<file path="src/rtl/ei_div_pkg.sv">
// ei_divider shared types and helpers.
// State encoding, counter sizing and divide-by-zero fill.
package ei_div_pkg;

  typedef enum logic [1:0] {
    ST_IDLE = 2'd0,
    ST_CALC = 2'd1,
    ST_DONE = 2'd2
  } state_t;

  // Every quotient bit is set on a divide by zero.
  localparam logic DBZ_QUOT_BIT = 1'b1;

  function automatic int clog2(input int v);
    int r;
    r = 0;
    for (int i = 0; i < 31; i++)
      if ((1 << i) < v) r = i + 1;
    return r;
  endfunction

endpackage

</file>
<file path="src/rtl/ei_div_step.sv">
// One radix-2 restoring division iteration.
// Pure combinational; the remainder always fits in WIDTH_D bits.
module ei_div_step
  import ei_div_pkg::*;
#(
  parameter int WIDTH_D = 8
) (
  input  logic [WIDTH_D-1:0] r,
  input  logic               q_msb,
  input  logic [WIDTH_D-1:0] d,
  output logic [WIDTH_D-1:0] r_next,
  output logic               q_bit
);

  logic [WIDTH_D:0] t;

  assign t = {r, q_msb};
  assign q_bit = (t >= {1'b0, d});
  // T-D < D here, so the low bits of the difference are exact.
  assign r_next = q_bit ? (t[WIDTH_D-1:0] - d)
                        : t[WIDTH_D-1:0];

endmodule

</file>
<file path="src/rtl/ei_divider.sv">
// Sequential unsigned restoring divider, valid/ready on both ends.
// Optional dbz output flag under macro EI_DIV_DBZ_FLAG_EN.
module ei_divider
  import ei_div_pkg::*;
#(
  parameter int WIDTH_N = 16,
  parameter int WIDTH_D = 8
) (
  input  logic               sys_clk,
  input  logic               rst,
  input  logic               en,
  input  logic               in_valid,
  output logic               in_ready,
  input  logic [WIDTH_N-1:0] dividend,
  input  logic [WIDTH_D-1:0] divisor,
  output logic               out_valid,
  input  logic               out_ready,
  output logic [WIDTH_N-1:0] quotient,
  output logic [WIDTH_D-1:0] remainder
`ifdef EI_DIV_DBZ_FLAG_EN
  ,
  output logic               dbz
`endif
);

  localparam int CW = clog2(WIDTH_N);

  state_t state, state_next;

  logic [WIDTH_N-1:0] q;
  logic [WIDTH_N-1:0] q_shift;
  logic [WIDTH_D-1:0] r;
  logic [WIDTH_D-1:0] d;
  logic [WIDTH_D-1:0] r_next;
  logic               q_bit;
  logic [CW-1:0]      cnt;
  logic               dz;
  logic               last;

  assign dz = (divisor == '0);
  assign last = (cnt == '0);
  assign q_shift = {q[WIDTH_N-2:0], q_bit};

  ei_div_step #(.WIDTH_D(WIDTH_D)) u_step (
    .r      (r),
    .q_msb  (q[WIDTH_N-1]),
    .d      (d),
    .r_next (r_next),
    .q_bit  (q_bit)
  );

  // State register; rst wins over en.
  always_ff @(posedge sys_clk) begin
    if (rst) state <= ST_IDLE;
    else if (en) state <= state_next;
  end

  // Next state and handshake outputs.
  always_comb begin
    state_next = state;
    in_ready   = 1'b0;
    out_valid  = 1'b0;
    unique case (state)
      ST_IDLE: begin
        in_ready = 1'b1;
        if (en && in_valid)
          state_next = dz ? ST_DONE : ST_CALC;
      end
      ST_CALC: begin
        if (en && last) state_next = ST_DONE;
      end
      ST_DONE: begin
        out_valid = 1'b1;
        if (en && out_ready) state_next = ST_IDLE;
      end
      default: state_next = ST_IDLE;
    endcase
  end

  // Operand latch, iteration registers and held result.
  always_ff @(posedge sys_clk) begin
    if (rst) begin
      q         <= '0;
      r         <= '0;
      d         <= '0;
      cnt       <= '0;
      quotient  <= '0;
      remainder <= '0;
    end else if (en) begin
      unique case (state)
        ST_IDLE: begin
          if (in_valid) begin
            q   <= dividend;
            d   <= divisor;
            r   <= '0;
            cnt <= CW'(WIDTH_N - 1);
            if (dz) begin
              quotient  <= {WIDTH_N{DBZ_QUOT_BIT}};
              remainder <= dividend[WIDTH_D-1:0];
            end
          end
        end
        ST_CALC: begin
          q   <= q_shift;
          r   <= r_next;
          cnt <= cnt - 1'b1;
          if (last) begin
            quotient  <= q_shift;
            remainder <= r_next;
          end
        end
        default: ;
      endcase
    end
  end

`ifdef EI_DIV_DBZ_FLAG_EN
  // Tags the held result as a divide-by-zero outcome.
  always_ff @(posedge sys_clk) begin
    if (rst) begin
      dbz <= 1'b0;
    end else if (en) begin
      if (state == ST_IDLE && in_valid) dbz <= dz;
      else if (state == ST_DONE && out_ready) dbz <= 1'b0;
    end
  end
`endif

endmodule
</file>
<file path="config.mk">
export PLATFORM = sky130hd
export DESIGN_NAME = ei_divider
export DESIGN_NICKNAME = d
export VERILOG_FILES = /design/src/rtl/ei_div_pkg.sv /design/src/rtl/ei_div_step.sv /design/src/rtl/ei_divider.sv
export SDC_FILE = /design/constraint.sdc
export NUM_CORES = 1
export LEC_CHECK = 0
export CAP_MARGIN = 15
export CORE_MARGIN = 5
export CORE_UTILIZATION = 30
export DETAILED_ROUTE_END_ITERATION = 10
export DONT_BUFFER_PORTS = 1
export PLACE_DENSITY = 0.52
export SLEW_MARGIN = 15
export SYNTH_ARGS = -nofsm -noshare
export SYNTH_HDL_FRONTEND = slang
export SYNTH_SLANG_ARGS = --single-unit
</file>
<file path="constraint.sdc">
create_clock -name sys_clk -period 3.6 [get_ports sys_clk]
set_input_delay 0.54 -clock sys_clk [delete_from_list [all_inputs] [get_ports sys_clk]]
set_output_delay 0.54 -clock sys_clk [all_outputs]
set_load 0.1 [all_outputs]
</file>
==> results of run 1 <==
-- cell usage after synthesis (6+ instances only) --
cell type	number	area share, %
dfxtp_1	62	42
ha_1	10	4.2
nor3_1	6	1.0
nand2_1	62	7.8
a21oi_1	16	2.7
nor2_1	69	8.7
a211oi_1	19	4.8
o21ai_0	15	2.5
a311oi_1	20	5.9
clkbuf_1	17	2.1
inv_1	18	2.3
-- per-stage QoR --
step	utilization (%)	power [uW]	cells	cell area, um2
floorplan	-	1098	375	2977
CTS	33.58	1750	505	3267
detailed placement	31.62	1155	489	3077
global placement	31.62	1154	489	3077
global route	33.58	1834	505	3267
finish	33.58	1725	505	3267
-- cells by family (layout without fill, tap and decap cells) --
kind of cell    after synthesis  in the layout
compound gates               88             88
xor+xnor                      5              5
mux                           8              8
buf+inv                      42             39
flops                        62             62
simple gates                159            159
fa+ha+maj                    11             11
-- area by class of cell --
| class | instances | area (um2) |
|---|---|---|
| fill | 1073 | 6462 |
| multi-input combinational | 271 | 1564 |
| sequential | 62 | 1241 |
| tap | 133 | 166.4 |
| clock buffer | 10 | 127.6 |
| inverter | 18 | 67.56 |
| clock inverter | 6 | 62.56 |
| timing repair buffer | 5 | 37.54 |
-- flip-flops by register name, indices dropped and copies added, names as in the netlist --
| register | cells |
|---|---|
| remainder | 8 |
| q | 16 |
| r | 8 |
| state | 2 |
| quotient | 16 |
| cnt | 4 |
| d | 8 |
-- metal layers --
layer	vias to the layer above	share of wire [%]	wire, um
met5	-	0	0
met4	0	2.0	144
met3	12	6.3	454
met2	54	46	3347
met1	1127	45	3262
li1	1292	-	-
-- worst paths after layout --
check | start | to
min | rst | d[0]
max reg2reg | state[0] | quotient[12]
min reg2reg | d[3] | d[3]
max | state[0] | quotient[12]
-- power groups by stage --
stage	Clock [uW]	Combinational, uW	Sequential, uW
global placement	0	309	845
finish	587	308	830
CTS	609	311	830
detailed placement	0	310	846
global route	644	355	835
floorplan	0	264	834
==> metrics.yaml, run 1 <==
timing:
  rsz0062_at_grt: "false"
  tightest_slew_ns: 1.009
  finalHoldViolCount: 0
  whs_ns: 0.2754
  setup_viol: 0
  setup_slack_ns: 1.193
  fmax_ghz: 0.4155
  fin_setup_tns_ns: 0
  max-slew-margin-rel_pct: 32.67
  finalClockSkew_ns: 0.008884
  slew_violations: 0
  finalCritPeriodShare_pct: 66.85
  fin_crit_ns: 2.407
synth:
  synth-compound-area-share_pct: 20.55
  ys_seq_elements: 62
  synthMuxAreaShare_pct: 2.900
  avgSynthCellArea_um2: 7.938
  synth_nets: 415
  yosysWarnings: 0
  synth_cell_types: 40
  synth_simple_gate_area_share_pct: 22.32
  synth_top_family_by_area: "simple AND/OR/NAND/NOR gates"
  synthArstFlopShare_pct: 0
  synthCells: 375
  yosysSeqAreaShare_pct: 41.70
  synth_edf_count: 0
  synth_fa_ha_area_share_pct: 4.876
  synth_xor_area_share_pct: 1.471
  synth_ff_type: "dfxtp_1"
  syn_area_um2: 2977
final_layout:
  fin_nets: 407
  syn2layout_area_growth_pct: 9.752
  layout_common_cells: "nor2_1 (68), nand2_1 (62), dfxtp_1 (62)"
  final_common_cell: "nor2_1"
  diodes: 0
  drive_above_1_share_pct: 8.065
global_routing:
  busiest_layer: "met2"
  grtUsageTotal_pct: 12.77
  globalRouteMet2Util_pct: 20.75
  met3_usage_pct: 3.934
  grt_max_degree: 59
  grt_antenna_before_repair: 0
  grt_use_met1_pct: 15.80
  grt_pass1_vias: 2485
  grt.overflow.total: 0
  grt_pass1_wl_um: 12080
place:
  dp_hpwl_um: 5391
  port_buffers: 0
  dp_slack_ns: 0.8741
  gp_congestion: 0.7966
cts:
  clk_pin_slew_worst_paths_ns: 0.07
  htree_num_levels: 3
  cts_made_buffers: 9
  clkSinkCount: 62
  clk_latency_ns: 0.33
  cts_setup_buffers: 0
  post_cts_resized: 0
  postCtsHoldBufs: 0
  cts_buffer_depth: 2
  cts_tree: "built"
  cts_root_buf: "clkbuf_8"
floorplan:
  core_area_um2: 9729
  start_util_pct: 30.59
  die_h_um: 109.6
  die_area_um2: 12010
  fp.dieW_um: 109.6
  io_pins: 55
  rows: 36
worst_setup_path:
  path_buf_inv: 1
  slowest_stage: "nor2b_4"
  worstPathMaxFanout: 32
  crit_cells: 7
  worstSetupPathType: "register to register"
  ff2ff_path_depth: 7
  cp_data_required_time_ns: 3.85
  r2r_setup_slack_ns: 1.19
  path_delay_family: "simple AND/OR/NAND/NOR gates"
  crit_arrival_ns: 2.66
  end_kind: "register"
  max_stage_delay_ns: 0.61
  cp_cell_sequence: "or4_1, nor3_2, a211oi_1, nor2b_4, buf_4, nor2_1, a211oi_1"
  start_kind: "register"
  critPathMostFrequentCell: "a211oi_1"
power_and_ir_drop:
  p_clk_share_pct: 34.0
  seqPwrFrac_pct: 48.1
  p_leak_uw: 0.001172
  p_sw_uw: 558.3
  swShare_pct: 32.37
  peakVddDrop_mv: 0.1612
  comb_power_share_pct: 17.9
  p_int_uw: 1166
  power_density_nw_per_um2: 527.9
routing:
  dr.pass1.iters: 4
  postRouteAntennaNets: 0
  vias_per_cell: 4.921
  via_count: 2485
  wirelength_um: 7209
  post-route-drc-count: 0
  wl_per_cell_um: 14.28
  drt_iter0_drc: 142
worst_hold_path:
  whs_path_depth: 1
  hold_path.class: "primary input to register"
outcome:
  status: "finished, final reports clean"
job:
  maxCapViolCount: 0
No activity file was read; power rests on OpenSTA's default activity.
==> run 2: changes to the inputs <==
ABC_AREA = 1   (was not set)
PLACE_DENSITY = 0.53   (was 0.52)
clock period = 1.95 ns   (was 3.6 ns; I/O delays follow)
==> metrics.yaml, run 2 <==
outcome:
  status: "finished, final reports clean"
final_layout:
  final_util_pct: 37.11
  final_common_cell: "nand2_1"
  fin_nets: 525
  layout_common_cells: "nand2_1 (82), dfxtp_1 (61), inv_1 (50)"
  syn2layout_area_growth_pct: 20.41
  final_area_um2: 3831
  diodes: 0
  drive_above_1_share_pct: 15.10
  multi_input_area_um2: 1722
  seq_area_um2: 1242
  fill_cells: 1106
  reg_top3: "q x16, quotient x16"
floorplan:
  rows: 37
  io_pins: 55
  fp.dieW_um: 113.0
  core_area_um2: 10320
  start_util_pct: 30.82
  die_h_um: 113.0
  die_area_um2: 12770
power_and_ir_drop:
  p_leak_uw: 0.001731
  peakVddDrop_mv: 0.3766
  comb_power_share_pct: 32.8
  p_sw_uw: 1504
  power_density_nw_per_um2: 1003
  p_int_uw: 2338
  swShare_pct: 39.15
  p_clk_share_pct: 29.3
  seqPwrFrac_pct: 37.9
routing:
  vias_per_cell: 4.938
  postRouteAntennaNets: 0
  dr.pass1.iters: 4
  wl_per_cell_um: 14.48
  post-route-drc-count: 0
  drt_iter0_drc: 149
  wirelength_um: 9067
  via_count: 3091
synth:
  synth_ff_type: "dfxtp_1"
  avgSynthCellArea_um2: 6.932
  synth_nets: 499
  syn_area_um2: 3182
  yosysTopAreaCell: "dfxtp_1"
  synth_cell_types: 27
  synth_most_common_cell: "nand2_1"
  yosysSeqAreaShare_pct: 39.01
  synth_top_area_share_pct: 39.01
  yosysWarnings: 0
  synthCells: 459
  synth_common_cells: "nand2_1 (82), dfxtp_1 (62), inv_1 (50), nor2_1 (50), a21oi_1 (43)"
  synth_edf_count: 0
  ys_seq_elements: 62
  synthArstFlopShare_pct: 0
  netlist_top_cells_area: "dfxtp_1 (39%), nand2_1 (9.7%), a21oi_1 (6.8%)"
place:
  port_buffers: 0
  placed_cell_area_um2: 3557
  dp_hpwl_um: 6456
  gp_congestion: 0.8460
worst_setup_path:
  crit_arrival_ns: 2.17
  end_kind: "register"
  path_delay_family: "simple AND/OR/NAND/NOR gates"
  slowest_stage: "ha_1"
  max_stage_delay_ns: 0.39
  critPathMostFrequentCell: "nand2_1"
  worstSetupPathType: "register to register"
  cp_data_required_time_ns: 2.24
  worstPathMaxFanout: 5
  cp_cell_sequence: "ha_1, nand2_1, nor2_1, nand2_1, nand4_4, nand3_1, nand3_1, nand2_1, inv_1"
  path_buf_inv: 1
  start_kind: "register"
timing:
  finalCritPeriodShare_pct: 96.51
  max-slew-margin-rel_pct: 72.02
  fin_crit_ns: 1.882
  rsz0062_at_grt: "true"
  setup_viol: 0
  tightest_slew_ns: 0.4193
  finalHoldViolCount: 0
  slew_violations: 0
  fmax_ghz: 0.5314
  finalClockSkew_ns: 0.01321
cts:
  cts_tree: "built"
  cts_made_buffers: 9
  clk_latency_ns: 0.34
  clk_pin_slew_worst_paths_ns: 0.07
  cts_buffer_depth: 2
  clkSinkCount: 62
  htree_num_levels: 3
  postCtsHoldBufs: 0
  cts_root_buf: "clkbuf_8"
  cts_setup_buffers: 0
job:
  maxCapViolCount: 0
worst_hold_path:
  hold_path.class: "primary input to register"
global_routing:
  grt_pass1_wl_um: 14810
  grt.overflow.total: 0
  grtUsageTotal_pct: 14.22
  grt_max_degree: 47
  grt_pass1_vias: 3077
  grt_antenna_before_repair: 0
[run 2: cell count changes after synthesis, moves of 20 or more]
cell / before / now
inv_1: 18 / 50
nand3_1: 4 / 35
a21oi_1: 16 / 43
o21ai_0: 15 / 38
a311oi_1: 20 / 0
nand2_1: 62 / 82
[run 2: layer usage]
layer	GRT usage, %	share of wire, %	wire length, um	vias up
li1	-	-	-	1576
met1	17.69	44	3981	1414
met2	23.93	47	4296	85
met3	3.797	6.9	625	16
met4	4.567	1.8	163	0
met5	0	0	0	-
[run 2: logic make-up after synthesis]
family / count (synthesis) / synth area share [%]
and+or+nand+nor: 199 / 27.61
AOI/OAI and AO/OA: 107 / 18.09
buffers and inverters: 77 / 9.909
DFF: 62 / 39.01
adders and majority gates: 11 / 4.562
xor gates and xnor gates: 3 / 0.8259
[run 2: worst register-to-register path, delay by kind of cell, from the launching register on]
| family | cells | cell delay [ns] |
|---|---|---|
| buf+inv | 1 | 0.05 |
| fa+ha+maj | 1 | 0.39 |
| flops | 1 | 0.35 |
| simple gates | 7 | 1.05 |
[run 2: area by class of cell]
cell class | instances | share of cell area (%)
Timing Repair Buffer | 37 | 7.903
Inverter | 54 | 5.356
Tap cell | 136 | 4.442
Clock buffer | 10 | 3.331
Clock inverter | 6 | 1.600
Multi-Input combinational cell | 321 | 44.94
Sequential cell | 62 | 32.43
[run 2: final timing paths]
kind	endpoint	from	cells after the start	slack, ns
setup reg to reg	r[0]	r[4]	9	0.07
setup / recovery	r[0]	r[4]	9	0.07
hold reg to reg	cnt[0]	cnt[0]	1	0.46
hold / removal	cnt[2]	rst	1	0.02
[run 2: power by group through the flow]
stage	sequential, uW	clock [uW]	combinational [uW]
global placement	1480	0	1170
CTS	1460	1150	1180
global route	1470	1210	1390
detailed placement	1480	0	1170
floorplan	1700	0	676
finish	1460	1130	1260
[run 2: through the flow]
stage                     TNS, ns  worst slack (ns)  hold slack, ns  cells  power (uW)
final                           0           0.06800         0.02305    626        3842
after global routing      -0.1429          -0.04029        0.001580    626        4075
after CTS                       0           0.01051        0.004755    625        3782
after detailed placement  -0.1900          -0.02872          0.3708    609        2654
after global placement          0          0.007725          0.3663    609        2652
after floorplan                 0           0.09693          0.4317    459        2377
[run 2: what timing repair did]
action                                  4_1_cts  5_1_grt
resized for setup                             1       12
pin swaps                                     0        2
endpoints found under the setup margin       14       32
gates cloned                                  0        1
